### config.mk
export PLATFORM = sky130hd
export DESIGN_NAME = cmp_result_serializer
export DESIGN_NICKNAME = d
export VERILOG_FILES = /design/src/rtl/cmp_harness_pkg.sv /design/src/rtl/cmp_result_serializer_piso_shreg.sv /design/src/rtl/cmp_result_serializer.sv
export SDC_FILE = /design/constraint.sdc
export NUM_CORES = 1
export LEC_CHECK = 0
export ABC_AREA = 0
export CAP_MARGIN = 20
export CORE_MARGIN = 2
export CORE_UTILIZATION = 56
export CTS_CLUSTER_DIAMETER = 30
export CTS_CLUSTER_SIZE = 28
export DETAILED_ROUTE_END_ITERATION = 6
export GPL_ROUTABILITY_DRIVEN = 1
export GPL_TIMING_DRIVEN = 0
export PLACE_DENSITY = 0.92
export REMOVE_ABC_BUFFERS = 1
export SYNTH_ARGS = -nofsm -noshare
export SYNTH_HDL_FRONTEND = slang
export SYNTH_SLANG_ARGS = --single-unit
export TNS_END_PERCENT = 5
### constraint.sdc
create_clock -name clk -period 3.9 [get_ports clk]
set_clock_uncertainty 0.2 [all_clocks]
set_input_delay 1.17 -clock clk [delete_from_list [all_inputs] [get_ports clk]]
set_output_delay 1.17 -clock clk [all_outputs]
set_load 0.01 [all_outputs]
### src/rtl/cmp_harness_pkg.sv
`default_nettype none
// ============================================================================
// Module   : cmp_harness_pkg
// Brief    : Shared mul17 compressor harness constants, types and helpers.
// Revision : 1.0 - initial release
// ============================================================================
package cmp_harness_pkg;

    localparam int c_NUM_COLS  = 34;
    localparam int c_OPERAND_W = 17;

    typedef enum logic [0:0] {
        IDLE  = 1'b0,
        SHIFT = 1'b1
    } state_t;

    // Partial-product column height of the 17x17 array, valid for col < c_NUM_COLS-1.
    function automatic int col_height(input int col);
        int h_lo;
        int h_hi;
        h_lo = col + 1;
        h_hi = (c_NUM_COLS - 1) - col;
        return (h_lo < h_hi) ? h_lo : h_hi;
    endfunction

endpackage
`default_nettype wire

### src/rtl/cmp_result_serializer_piso_shreg.sv
`default_nettype none
// ============================================================================
// Module   : piso_shreg
// Brief    : Loadable parallel-in serial-out shift register, LSB first.
// Revision : 1.0 - initial release
// ============================================================================
module piso_shreg
    import cmp_harness_pkg::*;
#(
    parameter int WIDTH = c_NUM_COLS
) (
    input  logic             clk,
    input  logic             rst,
    input  logic             load,
    input  logic             shift,
    input  logic [WIDTH-1:0] din,
    output logic             sout
);

    logic [WIDTH-1:0] r_shreg;

    // Load wins over shift so a back-to-back frame replaces the drained one.
    always_ff @(posedge clk or posedge rst) begin
        if (rst) begin
            r_shreg <= '0;
        end else if (load) begin
            r_shreg <= din;
        end else if (shift) begin
            r_shreg <= {1'b0, r_shreg[WIDTH-1:1]};
        end
    end

    assign sout = r_shreg[0];

endmodule
`default_nettype wire

### src/rtl/cmp_result_serializer.sv
`default_nettype none
// ============================================================================
// Module   : cmp_result_serializer
// Brief    : Latches the compressor column outputs and streams them LSB-first
//            over a valid/ready link with per-frame parity and frame count.
// Revision : 1.0 - initial release
// ============================================================================
module cmp_result_serializer
    import cmp_harness_pkg::*;
#(
    parameter int NUM_COLS = c_NUM_COLS,
    parameter int CNT_W    = 16
) (
    input  logic                clk,
    input  logic                rst,
    input  logic [NUM_COLS-1:0] dst,
    input  logic                capture,
    output logic                out_bit,
    output logic                out_valid,
    input  logic                out_ready,
    output logic                out_last,
    output logic                done,
    output logic                parity,
    output logic [CNT_W-1:0]    frame_cnt,
    output logic                overrun,
    input  logic                clr_overrun
);

    localparam int                 c_IDX_W    = $clog2(NUM_COLS);
    localparam logic [c_IDX_W-1:0] c_LAST_IDX = c_IDX_W'(NUM_COLS - 1);

    state_t             r_state;
    state_t             w_state_nxt;
    logic [c_IDX_W-1:0] r_idx;
    logic               r_run_par;
    logic               r_done;
    logic               r_parity;
    logic [CNT_W-1:0]   r_frame_cnt;
    logic               r_overrun;

    logic               w_sout;
    logic               w_hs;
    logic               w_last_hs;
    logic               w_accept;
    logic               w_drop;

    piso_shreg #(
        .WIDTH (NUM_COLS)
    ) u_piso_shreg (
        .clk   (clk),
        .rst   (rst),
        .load  (w_accept),
        .shift (w_hs),
        .din   (dst),
        .sout  (w_sout)
    );

    assign w_hs      = out_valid & out_ready;
    assign w_last_hs = w_hs & out_last;
    // A capture on the final handshake chains the next frame without a bubble.
    assign w_accept  = capture & ((r_state == IDLE) | w_last_hs);
    assign w_drop    = capture & (r_state == SHIFT) & ~w_last_hs;

    always_ff @(posedge clk or posedge rst) begin
        if (rst) begin
            r_state <= IDLE;
        end else begin
            r_state <= w_state_nxt;
        end
    end

    always_comb begin
        w_state_nxt = r_state;
        case (r_state)
            IDLE: begin
                if (capture) begin
                    w_state_nxt = SHIFT;
                end
            end
            SHIFT: begin
                if (w_last_hs && !capture) begin
                    w_state_nxt = IDLE;
                end
            end
            default: w_state_nxt = IDLE;
        endcase
    end

    always_comb begin
        out_valid = 1'b0;
        out_bit   = 1'b0;
        out_last  = 1'b0;
        if (r_state == SHIFT) begin
            out_valid = 1'b1;
            out_bit   = w_sout;
            out_last  = (r_idx == c_LAST_IDX);
        end
    end

    always_ff @(posedge clk or posedge rst) begin
        if (rst) begin
            r_idx       <= '0;
            r_run_par   <= 1'b0;
            r_done      <= 1'b0;
            r_parity    <= 1'b0;
            r_frame_cnt <= '0;
        end else begin
            r_done <= w_last_hs;
            if (w_accept || w_last_hs) begin
                r_idx <= '0;
            end else if (w_hs) begin
                r_idx <= r_idx + c_IDX_W'(1);
            end
            if (w_accept) begin
                r_run_par <= 1'b0;
            end else if (w_hs) begin
                r_run_par <= r_run_par ^ w_sout;
            end
            if (w_last_hs) begin
                r_parity    <= r_run_par ^ w_sout;
                r_frame_cnt <= r_frame_cnt + CNT_W'(1);
            end
        end
    end

    // Setting a dropped capture has priority over a simultaneous clear.
    always_ff @(posedge clk or posedge rst) begin
        if (rst) begin
            r_overrun <= 1'b0;
        end else if (w_drop) begin
            r_overrun <= 1'b1;
        end else if (clr_overrun) begin
            r_overrun <= 1'b0;
        end
    end

    assign done      = r_done;
    assign parity    = r_parity;
    assign frame_cnt = r_frame_cnt;
    assign overrun   = r_overrun;

endmodule
`default_nettype wire

==> Word-level counts from Yosys, hierarchy flattened <==
Cells that the tools add are included.
{ "op_classes": {"add_sub_neg": 2, "n_mul": 0, "n_div": 0, "n_lt_le_gt_ge": 0, "eq_ne": 1, "shifts": 0, "muxes": 14, "bitwise_logic": 9, "n_reduce_logical": 6} }
{ "op_table": {"columns": ["operator", "n"], "rows": [
  ["two-way mux 34 bit", 2],
  ["adder 16 x 1 -> 16 bit, second input constant", 1],
  ["two-way mux 6 bit", 2],
  ["two-way mux 1 bit", 9],
  ["adder 6 x 1 -> 6 bit, second input constant", 1],
  ["equality test 6 bit, second input constant", 1],
  ["nonzero test 2 bit", 3],
  ["AND 1 bit", 5],
  ["NOT 1 bit", 2],
  ["case mux 1 bit (2 select lines)", 1],
  ["logical AND 1 bit", 1],
  ["zero test 1 bit", 1],
  ["logical OR 1 bit", 1],
  ["OR 1 bit", 1],
  ["XOR 1 bit", 1]
]} }
{ "word_totals": {"register_bits": 61, "latchBits": 0, "ramBits": 0, "romBits": 0, "input_bits": 39, "out_inout_bits": 22, "elab_cells": 40, "n_memories": 0} }

==> Longest topological paths before layout <==
Gate-level depths: netlist of the first run.
{ "logic_depth": {"depth_word": 7, "ltp_mapped": 9, "depth_no_buf": 7} }

==> Modules after synthesis <==
A second synthesis of the first run with hierarchy kept.
{ "unflattened": {"cells_unflattened": 265, "area_unflattened_um2": 2889.0} }
{ "by_module_without_submodules": {"columns": ["mod", "n_inst", "cells_each", "area_each_um2"], "rows": [
  ["piso_shreg", 1, 148, 1600.3],
  ["cmp_result_serializer", 1, 117, 1288.7]
]} }

==> Least setup slack after synthesis of the first run <==
OpenSTA, ideal clock, no wires.
{ "synth_timing": {"kind": "register to output", "start": "register r_idx[1]", "end": "output out_last", "arrival_ns": 1.340, "setup_slack_ns": 1.190, "stages_incl_launch_ff": 7, "path_buffers": 1, "cell_sequence": "dfrtp_1 -> inv_1 -> ha_1 -> or3b_1 -> buf_6 -> nor2_1 -> and2_1"} }
{ "synth_between": {"elab_chain_len": 2} }
{ "synth_lines": {"columns": ["item", "line_no", "source"], "rows": [
  ["from (decl)", "cmp_result_serializer.sv:34", "logic [c_IDX_W-1:0] r_idx;"],
  ["from (signal assigned)", "cmp_result_serializer.sv:112", "r_idx <= r_idx + c_IDX_W'(1);"],
  ["equality test 6 bit", "cmp_result_serializer.sv:96", "out_last = (r_idx == c_LAST_IDX);"],
  ["two-way mux 1 bit", "cmp_result_serializer.sv:93", "if (r_state == SHIFT) begin"],
  ["to (decl)", "cmp_result_serializer.sv:21", "output logic out_last,"]
]} }
Every way passes these cells.

==> Worst setup path after layout of the first run <==
Ends and elaborated chain as after synthesis.

==> flow_summary.yaml, run 1 <==
detailed_routing:
  drt_iter0_drc: 396
  wl_per_cell_um: 15.2
  routed_wl_um: 7680
  firstDrtPassIters: 5
  num_vias: 3041
  via_per_inst: 6.01
  ant_nets: 0
  route.detailed.drc: 0
sta:
  maxSlewViolCount: 0
  timing.final.crit_period_ns: 3.78
  tightest_slew_ns: 1.03
  whs_ns: 0.277
  hold_violations: 0
  slew_headroom: 0.312
  rsz0062_at_grt: "false"
  setup_ws_ns: 0.120
  max_clock_freq_ghz: 0.265
  finalCritPeriodShare: 0.969
  setup_viol: 0
floorplan:
  fp-row-count: 27
  die_h_um: 80.2
  die_w_um: 80.2
  ios: 61
  core_area_um2: 5540
  start_util: 0.586
  die_area_um2: 6430
grt:
  overflow: 0
  track_usage: 0.258
  antenna_found_initial: 0
  grt_first_pass_wirelength_um: 12900
  grt_max_degree: 34
  grt_pass1_vias: 2895
placed_design:
  pre_cts_ws_ns: 0.0540
  io_buffer_count: 60
  dp_hpwl_um: 5090
  routabilityCongestion: 0.787
  dp.cells: 490
min_path:
  worstHoldStart: "frame_cnt[15]$_DFFE_PP0P_"
  whs_endpoint: "frame_cnt[15]$_DFFE_PP0P_"
  hp-class: "flip-flop to flip-flop"
  whs_path_depth: 1
worst_setup_path:
  rr_worst_depth: 3
  required_ns: 2.53
  r2r_end: "u_piso_shreg.r_shreg[18]$_DFFE_PP0P_"
  max_stage_delay_ns: 0.54
  r2r_setup_slack_ns: 1.09
  path_max_fanout: 8
  crit_path_cell_trace: "inv_1 -> ha_1 -> or3b_1 -> nor2_1 -> and2_1 -> clkdlybuf4s50_1"
  crit_arrival_ns: 2.41
  end_kind: "output port"
  path_class: "flip-flop to output port"
  cp_slowest_cell: "clkdlybuf4s50_1"
  path_buf_inv: 2
  worstSetupStartpointType: "flip-flop"
  crit_family: "simple AND/OR/NAND/NOR gates"
  r2r_start: "r_state$_DFF_PP0_"
clock_tree:
  htreeDepth: 3
  clockRootBuffer: "clkbuf_8"
  clk_pin_slew_ns: 0.07
  cts_max_path_buffers: 2
  clk_latency_ns: 0.34
  hold_buffers: 0
  post_cts_buffers: 0
  clock_sinks: 61
  tritoncts: "yes"
  ctsResizeCount: 0
  cts_made_buffers: 9
logic_synthesis:
  synth_edf_count: 0
  ys_ff_latch: 61
  synthDistinctLibCells: 39
  synth.avg_cell_area_um2: 8.62
  seq_area_frac_synth: 0.470
  synth_top_flop_cell: "dfrtp_1"
  yosysWarnings: 0
  async_flop_share: 1.00
  syn_area_um2: 3250
  synth_cells: 377
power:
  power.density_nw_per_um2: 506
  peakVddDrop_uv: 310
  power_leakage_nw: 1.77
  report.power.total_w: 0.00210
cells_and_area:
  ff_latch_area_um2: 1530
  syn_to_final_growth_pct: 28.0
  drive_gt1_frac: 0.0576
  layout.cells.non_filler: 506
  final_util: 0.750
  final_nets: 471
  diodes: 0
  multi_input_area_um2: 1580
  fillers: 370
outcome:
  status: "finished, final reports clean"
run:
  maxCapViolations: 0
## stage by stage
step | setup TNS (ns) | area [µm²]
final | 0 | 4160
after floorplan | 0 | 3130
after global placement | -21.54 | 3820
after CTS | 0 | 4160
after global routing | 0 | 4160
after detailed placement | 0 | 3920
## per-layer routing
layer,vias up,wire [µm],GRT usage
li1,1416,-,-
met1,1439,3170,0.331
met2,148,3820,0.416
met3,38,403,0.0427
met4,0,284,0.144
met5,-,0,0
## cells by family after synthesis
logic type	share of synthesized area
and+or+nand+nor	0.260
AOI/OAI and AO/OA	0.150
DFF	0.470
buffers and inverters	0.0447
xor gates and xnor gates	0.0539
muxes	0.00963
adders and majority gates	0.0116
## how the worst max path moves through the flow
stage | start | end | slack (ns) | cells past startpoint
floorplan | rst | done$_DFF_PP0_ | 1.02 | 1
finish | r_idx[1]$_DFFE_PP0P_ | out_last | 0.12 | 6
detailed placement | capture | r_run_par$_DFFE_PP0P_ | 0.05 | 5
CTS | r_idx[1]$_DFFE_PP0P_ | out_last | 0.14 | 6
global placement | out_ready | u_piso_shreg.r_shreg[18]$_DFFE_PP0P_ | -0.69 | 4
global route | r_idx[1]$_DFFE_PP0P_ | out_last | 0.02 | 6
## cells in the mapped netlist (2+ instances only)
library cell | number | area [µm²]
o22ai_1 | 34 | 213
nand4_1 | 7 | 43.8
xnor2_1 | 12 | 105
mux2i_1 | 2 | 20.0
and2_1 | 3 | 18.8
nor2b_1 | 18 | 113
buf_2 | 5 | 25.0
dfrtp_1 | 61 | 1530
inv_1 | 7 | 26.3
nand3_1 | 6 | 30.0
o21ai_0 | 3 | 15.0
nand2_1 | 16 | 60.1
buf_6 | 3 | 33.8
nand2b_1 | 5 | 31.3
a21oi_1 | 36 | 180
buf_1 | 2 | 7.51
nor3_1 | 20 | 100
clkbuf_1 | 14 | 52.6
xor2_1 | 8 | 70.1
nor2_1 | 91 | 342
ha_1 | 3 | 37.5
and3_1 | 3 | 18.8
nor4_4 | 2 | 42.5
## where the power goes
group	internal (W)	switching (W)
clock	0.000442	0.000242
combinational	0.000245	0.000249
sequential	0.000787	0.000138
total	0.00147	0.000629
## state kept, by name (all words and copies together) (netlist names)
name / count
r_idx: 6
parity: 1
frame_cnt: 16
r_run_par: 1
u_piso_shreg.r_shreg: 34
r_state: 1
overrun: 1
done: 1
## worst reg2reg max path: stages, from the launching register on
cell and delay, ns:
dfrtp_1 1.02, nand4b_1 0.38, or3_1 0.72, o221a_2 0.37
## cell type report
type | count | share of cell area
Multi-Input combinational cell | 285 | 0.379
Sequential cell | 61 | 0.367
Timing Repair Buffer | 65 | 0.168
Clock buffer | 12 | 0.0349
Clock inverter | 4 | 0.0229
Tap cell | 72 | 0.0217
Inverter | 7 | 0.00632
## placed cells by master (no fill, tap or decap), types with 2 or more instances in the layout
master,Yosys,layout
a21oi_1,36,36
and2_1,3,3
and3_1,3,3
buf_16,0,2
bufinv_16,0,3
clkbuf_1,14,2
clkbuf_8,0,10
clkdlybuf4s50_1,0,60
dfrtp_1,61,61
ha_1,3,3
inv_1,7,6
mux2i_1,2,2
nand2_1,16,16
nand2b_1,5,5
nand3_1,6,6
nand4_1,7,7
nor2_1,91,91
nor2b_1,18,18
nor3_1,20,20
nor4_4,2,2
o21ai_0,3,2
o21ai_1,1,2
o22ai_1,34,34
xnor2_1,12,12
xor2_1,8,8
Power figures use the tool's default switching activity.
==> run 2: changes to the inputs <==
--- a/config.mk
+++ b/config.mk
@@ -7,6 +7,7 @@
 export LEC_CHECK = 0
 export ABC_AREA = 0
 export CAP_MARGIN = 20
+export CORE_ASPECT_RATIO = 0.6
 export CORE_MARGIN = 2
 export CORE_UTILIZATION = 56
 export CTS_CLUSTER_DIAMETER = 30
==> flow_summary.yaml, run 2 (synthesized netlist as in run 1, its figures left out) <==
clock_tree:
  clk_pin_slew_ns: 0.07
  ctsResizeCount: 0
  htreeDepth: 3
  post_cts_buffers: 0
  clk_latency_ns: 0.35
  tritoncts: "yes"
  clockRootBuffer: "clkbuf_8"
  hold_buffers: 0
  clock_sinks: 61
  cts_made_buffers: 9
  cts_max_path_buffers: 2
placed_design:
  routabilityCongestion: 0.832
  io_buffer_count: 60
  dp.cells: 497
  dp_hpwl_um: 5160
power:
  pwr-share-seq: 0.451
  peakVddDrop_uv: 254
  power.internal_w: 0.00142
  report.power.total_w: 0.00205
  power.switching_w: 0.000627
  clockPowerShare: 0.309
  power_leakage_nw: 1.76
  switching_share: 0.306
  power.density_nw_per_um2: 494
  power_frac_comb: 0.240
worst_setup_path:
  path_max_fanout: 8
  path_class: "flip-flop to output port"
  worstSetupStartpointType: "flip-flop"
  max_stage_delay_ns: 0.53
  cp_slowest_cell: "clkdlybuf4s50_1"
  crit_start: "r_idx[1]$_DFFE_PP0P_"
  crit_arrival_ns: 2.37
  r2r_start: "r_state$_DFF_PP0_"
  end_kind: "output port"
  required_ns: 2.53
  crit_path_cell_trace: "inv_1 -> ha_1 -> or3b_1 -> nor2_1 -> and2_1 -> clkdlybuf4s50_1"
floorplan:
  die_w_um: 102
  start_util: 0.580
  fp-row-count: 21
  die_area_um2: 6450
  core_area_um2: 5600
  ios: 61
  die_h_um: 63.0
grt:
  grt_pass1_vias: 2887
  grt_max_degree: 45
  antenna_found_initial: 0
  grt_first_pass_wirelength_um: 13000
  overflow: 0
  track_usage: 0.258
detailed_routing:
  num_vias: 2967
  ant_nets: 0
  firstDrtPassIters: 5
  drt_iter0_drc: 269
  via_per_inst: 5.78
  routed_wl_um: 7680
  route.detailed.drc: 0
  wl_per_cell_um: 15.0
sta:
  finalCritPeriodShare: 0.958
  max_clock_freq_ghz: 0.268
  slew_headroom: 0.335
  hold_violations: 0
  timing.final.crit_period_ns: 3.74
  tightest_slew_ns: 0.991
  maxSlewViolCount: 0
  rsz0062_at_grt: "false"
  setup_viol: 0
cells_and_area:
  final_cell_mix: "nor2_1 (91), dfrtp_1 (61), clkdlybuf4s50_1 (60), a21oi_1 (36), o22ai_1 (34)"
  fillers: 394
  diodes: 0
  ff_latch_area_um2: 1530
  largest_reg_flops: 34
  layout.cells.non_filler: 513
  multi_input_area_um2: 1580
  syn_to_final_growth_pct: 27.7
  drive_gt1_frac: 0.0600
  final_nets: 470
  top_register: "u_piso_shreg.r_shreg"
  layout.cells.most_common: "nor2_1"
min_path:
  worstHoldStart: "frame_cnt[15]$_DFFE_PP0P_"
  hp-class: "flip-flop to flip-flop"
outcome:
  status: "finished, final reports clean"
run:
  maxCapViolations: 0
==> run 2: routing by layer <==
metal,vias up,global-route usage,share of wire
met1,1435,0.343,0.46
met3,14,0.0884,0.059
met4,0,0.0700,0.012
met2,106,0.407,0.47
met5,-,0,0
li1,1412,-,-
==> run 2: power groups by stage <==
stage	Sequential (W)	Combinational, W	Clock (W)
floorplan	0.000898	0.000327	0
global placement	0.000918	0.000445	0
detailed placement	0.000927	0.000483	0
CTS	0.000918	0.000490	0.000644
global route	0.000940	0.000554	0.000678
finish	0.000925	0.000491	0.000633
==> run 2: final timing paths <==
| check | to | slack [ns] | cells past startpoint |
|---|---|---|---|
| worst min-delay path | frame_cnt[15]$_DFFE_PP0P_ | 0.29 | 1 |
| worst max-delay path | out_last | 0.16 | 6 |
| worst min register to register | frame_cnt[15]$_DFFE_PP0P_ | 0.29 | 1 |
| min in group asynchronous | frame_cnt[9]$_DFFE_PP0P_ | 0.94 | 2 |
| worst max register to register | u_piso_shreg.r_shreg[18]$_DFFE_PP0P_ | 1.30 | 4 |
| max in group asynchronous | r_state$_DFF_PP0_ | 2.01 | 3 |
==> run 2: layout make-up <==
type / count / share of cell area
Clock inverter: 4 / 0.0169
Inverter: 7 / 0.00633
Multi-Input combinational cell: 285 / 0.381
Timing Repair Buffer: 64 / 0.166
Clock buffer: 12 / 0.0374
Sequential cell: 61 / 0.368
Tap cell: 80 / 0.0241
==> run 2: critical path: cells and delay by family, from the launching register on <==
| kind | cells | cell delay [ns] |
|---|---|---|
| fa+ha+maj | 1 | 0.14 |
| buf+inv | 2 | 0.62 |
| simple gates | 3 | 0.85 |
| flops | 1 | 0.41 |
==> run 2: through the flow <==
stage	utilization	instance area [µm²]	worst slack (ns)	hold slack (ns)	TNS [ns]
final	0.741	4150	0.165	0.291	0
after floorplan	-	3130	1.02	0.284	0
after detailed placement	0.701	3920	0.0237	0.286	0
after CTS	0.741	4150	0.156	0.298	0
after global placement	0.684	3830	-0.736	0.262	-21.99
after global routing	0.741	4150	0.0217	0.316	0
==> run 3: changes to the inputs <==
--- a/config.mk
+++ b/config.mk
@@ -15,7 +15,7 @@
 export DETAILED_ROUTE_END_ITERATION = 6
 export GPL_ROUTABILITY_DRIVEN = 1
 export GPL_TIMING_DRIVEN = 0
-export PLACE_DENSITY = 0.92
+export PLACE_DENSITY = 0.85
 export REMOVE_ABC_BUFFERS = 1
 export SYNTH_ARGS = -nofsm -noshare
 export SYNTH_HDL_FRONTEND = slang
==> flow_summary.yaml, run 3 (synthesized netlist as in run 1, its figures left out) <==
floorplan:
  core_area_um2: 5600
  die_h_um: 63.0
  ios: 61
  die_area_um2: 6450
  fp-row-count: 21
  start_util: 0.580
  die_w_um: 102
worst_setup_path:
  path_class: "flip-flop to output port"
  required_ns: 2.53
  worstSetupStartpointType: "flip-flop"
  r2r_setup_slack_ns: 1.22
  path_max_fanout: 8
  crit_arrival_ns: 2.33
  end_kind: "output port"
  rr_worst_depth: 4
grt:
  grt_first_pass_wirelength_um: 12600
  antenna_found_initial: 0
  grtUsageMet3: 0.0805
  track_usage: 0.254
  grt_max_degree: 34
  overflow: 0
  grt_pass1_vias: 2624
  busiest_layer: "met2"
  grtUsageMet1: 0.366
  use_met2: 0.372
clock_tree:
  clk_pin_slew_ns: 0.08
  ctsResizeCount: 0
  hold_buffers: 0
  post_cts_buffers: 0
  tritoncts: "yes"
  cts_max_path_buffers: 2
  clockRootBuffer: "clkbuf_8"
  htreeDepth: 3
  clock_sinks: 61
  cts_made_buffers: 9
  clk_latency_ns: 0.35
sta:
  slew_headroom: 0.272
  tightest_slew_ns: 1.09
  rsz0062_at_grt: "false"
  maxSlewViolCount: 0
  hold_violations: 0
  setup_viol: 0
  max_clock_freq_ghz: 0.271
  timing.final.crit_period_ns: 3.70
  finalCritPeriodShare: 0.948
placed_design:
  dp.cells: 497
  routabilityCongestion: 0.782
  dp_hpwl_um: 5050
  io_buffer_count: 60
power:
  power.density_nw_per_um2: 475
  power_leakage_nw: 1.74
  peakVddDrop_uv: 224
  report.power.total_w: 0.00195
run:
  maxCapViolations: 0
cells_and_area:
  largest_reg_flops: 34
  layout.cells.non_filler: 513
  top_register: "u_piso_shreg.r_shreg"
  fillers: 405
  layout.cells.most_common: "nor2_1"
  final_nets: 470
  drive_gt1_frac: 0.0600
  diodes: 0
  ff_latch_area_um2: 1530
  final_cell_mix: "nor2_1 (91), dfrtp_1 (61), clkdlybuf4s50_1 (60), a21oi_1 (36), o22ai_1 (34)"
  syn_to_final_growth_pct: 26.7
  multi_input_area_um2: 1580
detailed_routing:
  wl_per_cell_um: 14.2
  num_vias: 2878
  drt_iter0_drc: 190
  route.detailed.drc: 0
  ant_nets: 0
  routed_wl_um: 7290
  firstDrtPassIters: 6
  via_per_inst: 5.61
outcome:
  status: "finished, final reports clean"
min_path:
  whs_path_depth: 1
  hp-class: "flip-flop to flip-flop"
## run 3: area by class of cell
cell class	instances	share of cell area
clock inverters	6	0.0155
flip-flops and latches	61	0.371
clock buffers	10	0.0310
repair buffers	64	0.168
well taps	80	0.0243
inverters	7	0.00638
multi-input cells	285	0.384
## run 3: final timing paths
| check | start | end |
|---|---|---|
| min in group asynchronous | rst | frame_cnt[5]$_DFFE_PP0P_ |
| setup reg to reg | r_state$_DFF_PP0_ | u_piso_shreg.r_shreg[2]$_DFFE_PP0P_ |
| hold / removal | frame_cnt[15]$_DFFE_PP0P_ | frame_cnt[15]$_DFFE_PP0P_ |
| setup / recovery | r_idx[1]$_DFFE_PP0P_ | out_last |
| hold reg to reg | frame_cnt[15]$_DFFE_PP0P_ | frame_cnt[15]$_DFFE_PP0P_ |
| max in group asynchronous | rst | u_piso_shreg.r_shreg[11]$_DFFE_PP0P_ |
## run 3: stage by stage
stage | area, µm² | util | setup TNS [ns] | hold WS, ns | setup slack, ns
4_1_cts | 4120 | 0.735 | 0 | 0.274 | 0.174
3_3_place_gp | 3830 | 0.684 | -25.18 | 0.262 | -0.720
6_report | 4120 | 0.735 | 0 | 0.269 | 0.204
5_1_grt | 4120 | 0.735 | 0 | 0.312 | 0.0705
2_1_floorplan | 3130 | - | 0 | 0.284 | 1.02
3_5_place_dp | 3920 | 0.701 | -0.107 | 0.265 | -0.0768
## run 3: power by group
| part | total, W | internal (W) | leakage (nW) | switching (W) |
|---|---|---|---|---|
| Combinational | 0.000477 | 0.000242 | 0.912 | 0.000235 |
| Clock | 0.000549 | 0.000294 | 0.0923 | 0.000255 |
| Sequential | 0.000928 | 0.000787 | 0.733 | 0.000141 |
| Total | 0.00195 | 0.00132 | 1.74 | 0.000631 |
## run 3: metal layers
metal | wire (µm) | part of all wire
met1 | 3510 | 0.48
met2 | 3290 | 0.45
met3 | 441 | 0.061
met4 | 46 | 0.0063
met5 | 0 | 0
## run 3: critical path, cell delays in order (launching register included)
cell and delay (ns):
dfrtp_1 0.40, inv_1 0.08, ha_1 0.14, or3b_1 0.50, nor2_1 0.18, and2_1 0.15
clkdlybuf4s50_1 0.53
==> patch 1: new RTL, config.mk and constraints of run 3 <==
The package constant `c_NUM_COLS` goes from 34 to 68.
--- a/src/rtl/cmp_harness_pkg.sv
+++ b/src/rtl/cmp_harness_pkg.sv
@@ -6,7 +6,7 @@
 // ============================================================================
 package cmp_harness_pkg;
 
-    localparam int c_NUM_COLS  = 34;
+    localparam int c_NUM_COLS  = 68;
     localparam int c_OPERAND_W = 17;
 
     typedef enum logic [0:0] {
Interface: changed (resized dst); port bits go from 61 to 95. No check against the original RTL was run, so the function may have changed too.
==> patch 1 against run 3 <==
- synthesized area up 64%
- sequential cell count up 35
- power up 40%
- fmax down 1.1%
- combinational power up 17%
- worst setup slack worse by 0.040 ns
- cell area up 60%
- non-clock buffer count up 35
- wire length up 64%
- final cell count up 39%
- via count up 52%
- critical path type unchanged
==> patch 1: results (changes against run 3) <==
max FFs per register - 68 (+100%)
run status - finished, final reports clean
vias in the first global route - 4,151 (+58%)
first-pass GRT wire length - 19.8 mm (+57%)
slew at the pin with the worst max-slew slack - 0.969 ns (-0.116 ns)
fillcell total - 671 (+66%)
Area after DPL - 6290 sq um (+60%)
commonest cells in the netlist - 96 x dfrtp_1, 68 x nor2_1, 38 x mux2i_1, 38 x o21ai_0
Pre-antenna DRT Iters - 4 (-2)
count of cell types in the netlist - 45 (+15%)
largest register by flop count - u_piso_shreg.r_shreg
Synth Area in Compound Gates - 0.225 (+0.0753)
HP Class - reg2reg
xor/xnor share of the synthesized area - 0.0330 (-0.0210)
Post-Route WL - 12.0 mm (+64%)
Synth Area in Adders - 0.00471 (-0.00685)
Root Buffer - clkbuf_16
data arrival time of the critical path - 2.37 ns (+0.04 ns)
maximum vdd drop - 0.241 mV (+7.6%)
GRT Total Usage - 0.239 (-0.0148)
Clk Latency, worst-skew pair - 0.34 ns
Power Internal - 1.98 mW (+49%)
initial antenna violation count - 0 (unchanged)
Post-Syn Instances - 515 (+37%)
layout cells sized above 1 - 0.181 (+0.121)
DP Worst Slack - 0.0325 ns (+0.109 ns)
clk buf depth - 2 (unchanged)
Vias/cell - 6.11 (+9.0%)
largest net degree at the start of global routing - 85 (+150%)
most area-consuming cells after synthesis - dfrtp_1 45%, o221a_2 7.4%, mux2i_1 7.2%
post-synthesis mux area share - 0.0758 (+0.0662)
Leak Pwr - 2.65 nW (+53%)
CTS H-Tree Depth - 3 (unchanged)
CTS clk-pin slew, worst paths - 0.07 ns
post-DP HPWL - 7.69 mm (+52%)
Port Buffers - 94 (+57%)
synth warn - 0 (unchanged)
Placer Congestion - 0.792 (+1.2%)
Num CTS Buffers - 9 (unchanged)
Vias - 4,372 (+52%)
Ant. Diodes - 0 (unchanged)
antenna viol nets, final - 0 (unchanged)
sequential share of the synthesized area - 0.452 (-0.0178)
post-synth top area share - 0.452 (-0.0178)
FFs w/ async S/R, synth - 1.00 (unchanged)
Inst Count DP - 698 (+40%)
CP Max Fanout - 8 (unchanged)
DRT iter0 DRCs - 310 (+63%)
Final nets - 655 (+39%)
[patch 1: cell types whose count changed in the layout (fill, tap and decap cells not counted), sizes merged, moves of 8 or more]
| cell | change |
|---|---|
| or3b | +34 |
| clkdlybuf4s50 | +32 |
| o21ai | +35 |
| a21oi | -33 |
| nor3 | -19 |
| nor2b | -17 |
| nand2 | -8 |
| nor2 | -20 |
| dfrtp | +35 |
| o211ai | +35 |
| mux2i | +36 |
| o221a | +36 |
[patch 1: per-layer routing]
metal / up-vias / track usage / wire length (um)
li1: 2083 / - / -
met1: 2164 / 0.349 / 5840
met2: 110 / 0.364 / 5490
met3: 15 / 0.0483 / 459
met4: 0 / 0.0677 / 165
met5: - / 0 / 0
[patch 1: cell type report]
class,count,share of cell area
multi-input cells,368,0.405
flip-flops and latches,96,0.364
repair buffers,99,0.158
clock buffers,12,0.0373
well taps,130,0.0246
clock inverters,4,0.00682
inverters,6,0.00379
[patch 1: final timing paths]
path,start,endpoint,slack (ns),cells past startpoint
min in group asynchronous,rst,u_piso_shreg.r_shreg[29],1.03,2
setup / recovery,r_idx[2],out_last,0.16,4
setup reg to reg,r_state,u_piso_shreg.r_shreg[39],1.15,5
hold reg to reg,frame_cnt[15],frame_cnt[15],0.28,1
max in group asynchronous,rst,r_state,1.82,3
hold / removal,frame_cnt[15],frame_cnt[15],0.28,1
[patch 1: logic make-up after synthesis]
kind of cell | count (synthesis)
compound gates | 157
xor+xnor | 20
fa+ha+maj | 2
buf+inv | 51
flops | 96
mux | 40
simple gates | 149
[patch 1: critical path, stage by stage, from the launching register on]
cell	delay [ns]
dfrtp_1	0.42
or4_4	0.68
nor2_2	0.24
and2_1	0.15
clkdlybuf4s50_1	0.54
[patch 1: power by group through the flow]
stage | combinational (mW) | clock [mW] | sequential, mW
global route | 0.614 | 0.929 | 1.32
floorplan | 0.368 | 0 | 1.27
finish | 0.556 | 0.875 | 1.30
detailed placement | 0.552 | 0 | 1.31
global placement | 0.516 | 0 | 1.30
CTS | 0.556 | 0.885 | 1.29
[patch 1: per-stage QoR]
step / utilization / TNS, ns
3_5_place_dp: 0.685 / 0
6_report: 0.718 / 0
2_1_floorplan: - / 0
4_1_cts: 0.716 / 0
3_3_place_gp: 0.674 / -311.40
5_1_grt: 0.718 / 0
[patch 1: timing repair]
action                     in CTS  in global routing
setup endpoints to repair       0                  1
setup buffers                   0                  0
gates resized for setup         0                  1
==> patch 2: new RTL, flow settings as in run 3 <==
Without the edit above. Make the reset (`rst`) synchronous in 4 clocked blocks.
--- a/src/rtl/cmp_result_serializer_piso_shreg.sv
+++ b/src/rtl/cmp_result_serializer_piso_shreg.sv
@@ -20,7 +20,7 @@
     logic [WIDTH-1:0] r_shreg;
 
     // Load wins over shift so a back-to-back frame replaces the drained one.
-    always_ff @(posedge clk or posedge rst) begin
+    always_ff @(posedge clk) begin
         if (rst) begin
             r_shreg <= '0;
         end else if (load) begin
--- a/src/rtl/cmp_result_serializer.sv
+++ b/src/rtl/cmp_result_serializer.sv
@@ -61,7 +61,7 @@
     assign w_accept  = capture & ((r_state == IDLE) | w_last_hs);
     assign w_drop    = capture & (r_state == SHIFT) & ~w_last_hs;
 
-    always_ff @(posedge clk or posedge rst) begin
+    always_ff @(posedge clk) begin
         if (rst) begin
             r_state <= IDLE;
         end else begin
@@ -97,7 +97,7 @@
         end
     end
 
-    always_ff @(posedge clk or posedge rst) begin
+    always_ff @(posedge clk) begin
         if (rst) begin
             r_idx       <= '0;
             r_run_par   <= 1'b0;
@@ -124,7 +124,7 @@
     end
 
     // Setting a dropped capture has priority over a simultaneous clear.
-    always_ff @(posedge clk or posedge rst) begin
+    always_ff @(posedge clk) begin
         if (rst) begin
             r_overrun <= 1'b0;
         end else if (w_drop) begin
Function: differs if rst is asserted again (counterexample within 4 cycles, from zero or initial values and one cycle with rst high); with rst held inactive, the same outputs for 10 cycles.
==> patch 2 against run 3 <==
- wire length shrank 18%
- worst setup slack gained 0.32 ns
- hold slack gained 0.025 ns
- cell area shrank 15%
- sequential cell count is the same
- synthesized area shrank 17%
Power is not compared: it rests on default switching activity, and its combinational part moved more than twofold at a synthesized area within 25%.
==> patch 2: results (changes against run 3) <==
critical path's top delay family - simple AND/OR/NAND/NOR gates
FFs w/ async S/R, synth - 0 (-1.00)
Vias/cell - 5.53 (-1.3%)
run status - finished, final reports clean
largest register by flop count - u_piso_shreg.r_shreg
HP Class - reg2reg
Post-synth EDFFs - 0 (unchanged)
Pre-antenna DRT Iters - 4 (-2)
max FFs per register - 34 (unchanged)
switching share of power - 0.250
data arrival time of the critical path - 2.01 ns (-0.32 ns)
vias in the first global route - 2,034 (-22%)
Post-Route WL - 6.01 mm (-18%)
clk buf depth - 2 (unchanged)
Leak Pwr - 1.30 nW
maximum vdd drop - 0.236 mV
Post-CTS Setup Inserts - 0 (unchanged)
largest net degree at the start of global routing - 50 (+47%)
Placer Congestion - 0.846 (+8.1%)
commonest cells in the netlist - 85 x nor2_1, 61 x dfxtp_1, 30 x o221a_2
most area-consuming cells after synthesis - dfxtp_1 45%, o221a_2 13%, nor2_1 12%
Port Buffers - 60 (unchanged)
DRT iter0 DRCs - 125 (-34%)
post-CTS sizing - 0 (unchanged)
Final nets - 393 (-16%)
Top FF cell, synth - dfxtp_1
Logic pwr share - 0.122
sequential share of the synthesized area - 0.454 (-0.0158)
first-pass GRT wire length - 9.84 mm (-22%)
Clk Latency, worst-skew pair - 0.34 ns
CP Max Fanout - 6 (-2)
CTS H-Tree Depth - 3 (unchanged)
Num CTS Buffers - 9 (unchanged)
Root Buffer - clkbuf_8
Ant. Diodes - 0 (unchanged)
initial antenna violation count - 0 (unchanged)
GRT Total Usage - 0.237 (-0.0175)
layout cells sized above 1 - 0.157 (+0.0973)
Slew HR - 0.537 (+0.265)
CP peak stage delay - 0.57 ns (+0.04 ns)
CTS clk-pin slew, worst paths - 0.07 ns
Slowest cell on crit path - clkdlybuf4s50_1
count of cell types in the netlist - 39 (unchanged)
post-DP HPWL - 3.94 mm (-22%)
synth warn - 0 (unchanged)
==> patch 2: changes by cell type after synthesis, sizes merged, moves of 9 or more <==
cell          run 3  this run
o221a             1        33
dfrtp            61         0
a21oi            36         9
dfxtp             0        61
nand2            16         7
nor2b            18         3
nor3             20         3
o22ai            34         0
==> patch 2: cells by family (layout without fill, tap and decap cells) <==
kind of cell,Yosys count,count (layout),share of synthesized area
and+or+nand+nor,134,134,0.244
DFF,61,61,0.454
AOI/OAI and AO/OA,56,56,0.189
buffers and inverters,28,86,0.0442
xor gates and xnor gates,13,13,0.0423
adders and majority gates,3,3,0.0140
muxes,3,3,0.0121
==> patch 2: path summary, 6_finish.rpt <==
check                      startpoint                       end  slack (ns)  cells past startpoint
max                          r_idx[2]                  out_last        0.52                      3
min          u_piso_shreg.r_shreg[33]  u_piso_shreg.r_shreg[33]        0.29                      2
max reg2reg                  r_idx[2]   u_piso_shreg.r_shreg[1]        1.73                      3
min reg2reg  u_piso_shreg.r_shreg[33]  u_piso_shreg.r_shreg[33]        0.29                      2
==> patch 2: routing by layer <==
layer | wire length [um] | GRT usage | vias up
met5 | 0 | 0 | -
met1 | 2980 | 0.340 | 1075
met3 | 374 | 0.0741 | 8
met4 | 66 | 0.0882 | 0
li1 | - | - | 1181
met2 | 2590 | 0.336 | 55
==> patch 2: power by group through the flow <==
stage / registers, mW / clock network, mW / logic (mW)
floorplan: 0.687 / 0 / 0.0882
global placement: 0.692 / 0 / 0.154
detailed placement: 0.692 / 0 / 0.164
CTS: 0.679 / 0.514 / 0.166
global route: 0.683 / 0.541 / 0.182
finish: 0.680 / 0.505 / 0.165
==> patch 2: final cells by class <==
cell class / instances / area (sq um)
inverters: 8 / 30.0
repair buffers: 62 / 636
multi-input cells: 209 / 1370
clock inverters: 4 / 22.5
flip-flops and latches: 61 / 1220
clock buffers: 12 / 155
well taps: 63 / 78.8
fillers: 319 / 1080
==> patch 2: worst register-to-register path: stages, from the launching register on <==
cell     delay [ns]
dfxtp_1        0.36
nor3_1         0.53
a31o_2         0.70
o221a_2        0.34
==> patch 2: metrics by stage <==
step / cell area, sq um / setup WS [ns] / std cells / power (mW) / hold WS, ns
floorplan: 2600 / 0.567 / 278 / 0.776 / 0.256
global placement: 3280 / -0.731 / 401 / 0.846 / 0.266
detailed placement: 3330 / 0.658 / 403 / 0.857 / 0.282
CTS: 3510 / 0.499 / 419 / 1.36 / 0.295
global route: 3510 / 0.428 / 419 / 1.41 / 0.332
finish: 3510 / 0.520 / 419 / 1.35 / 0.293
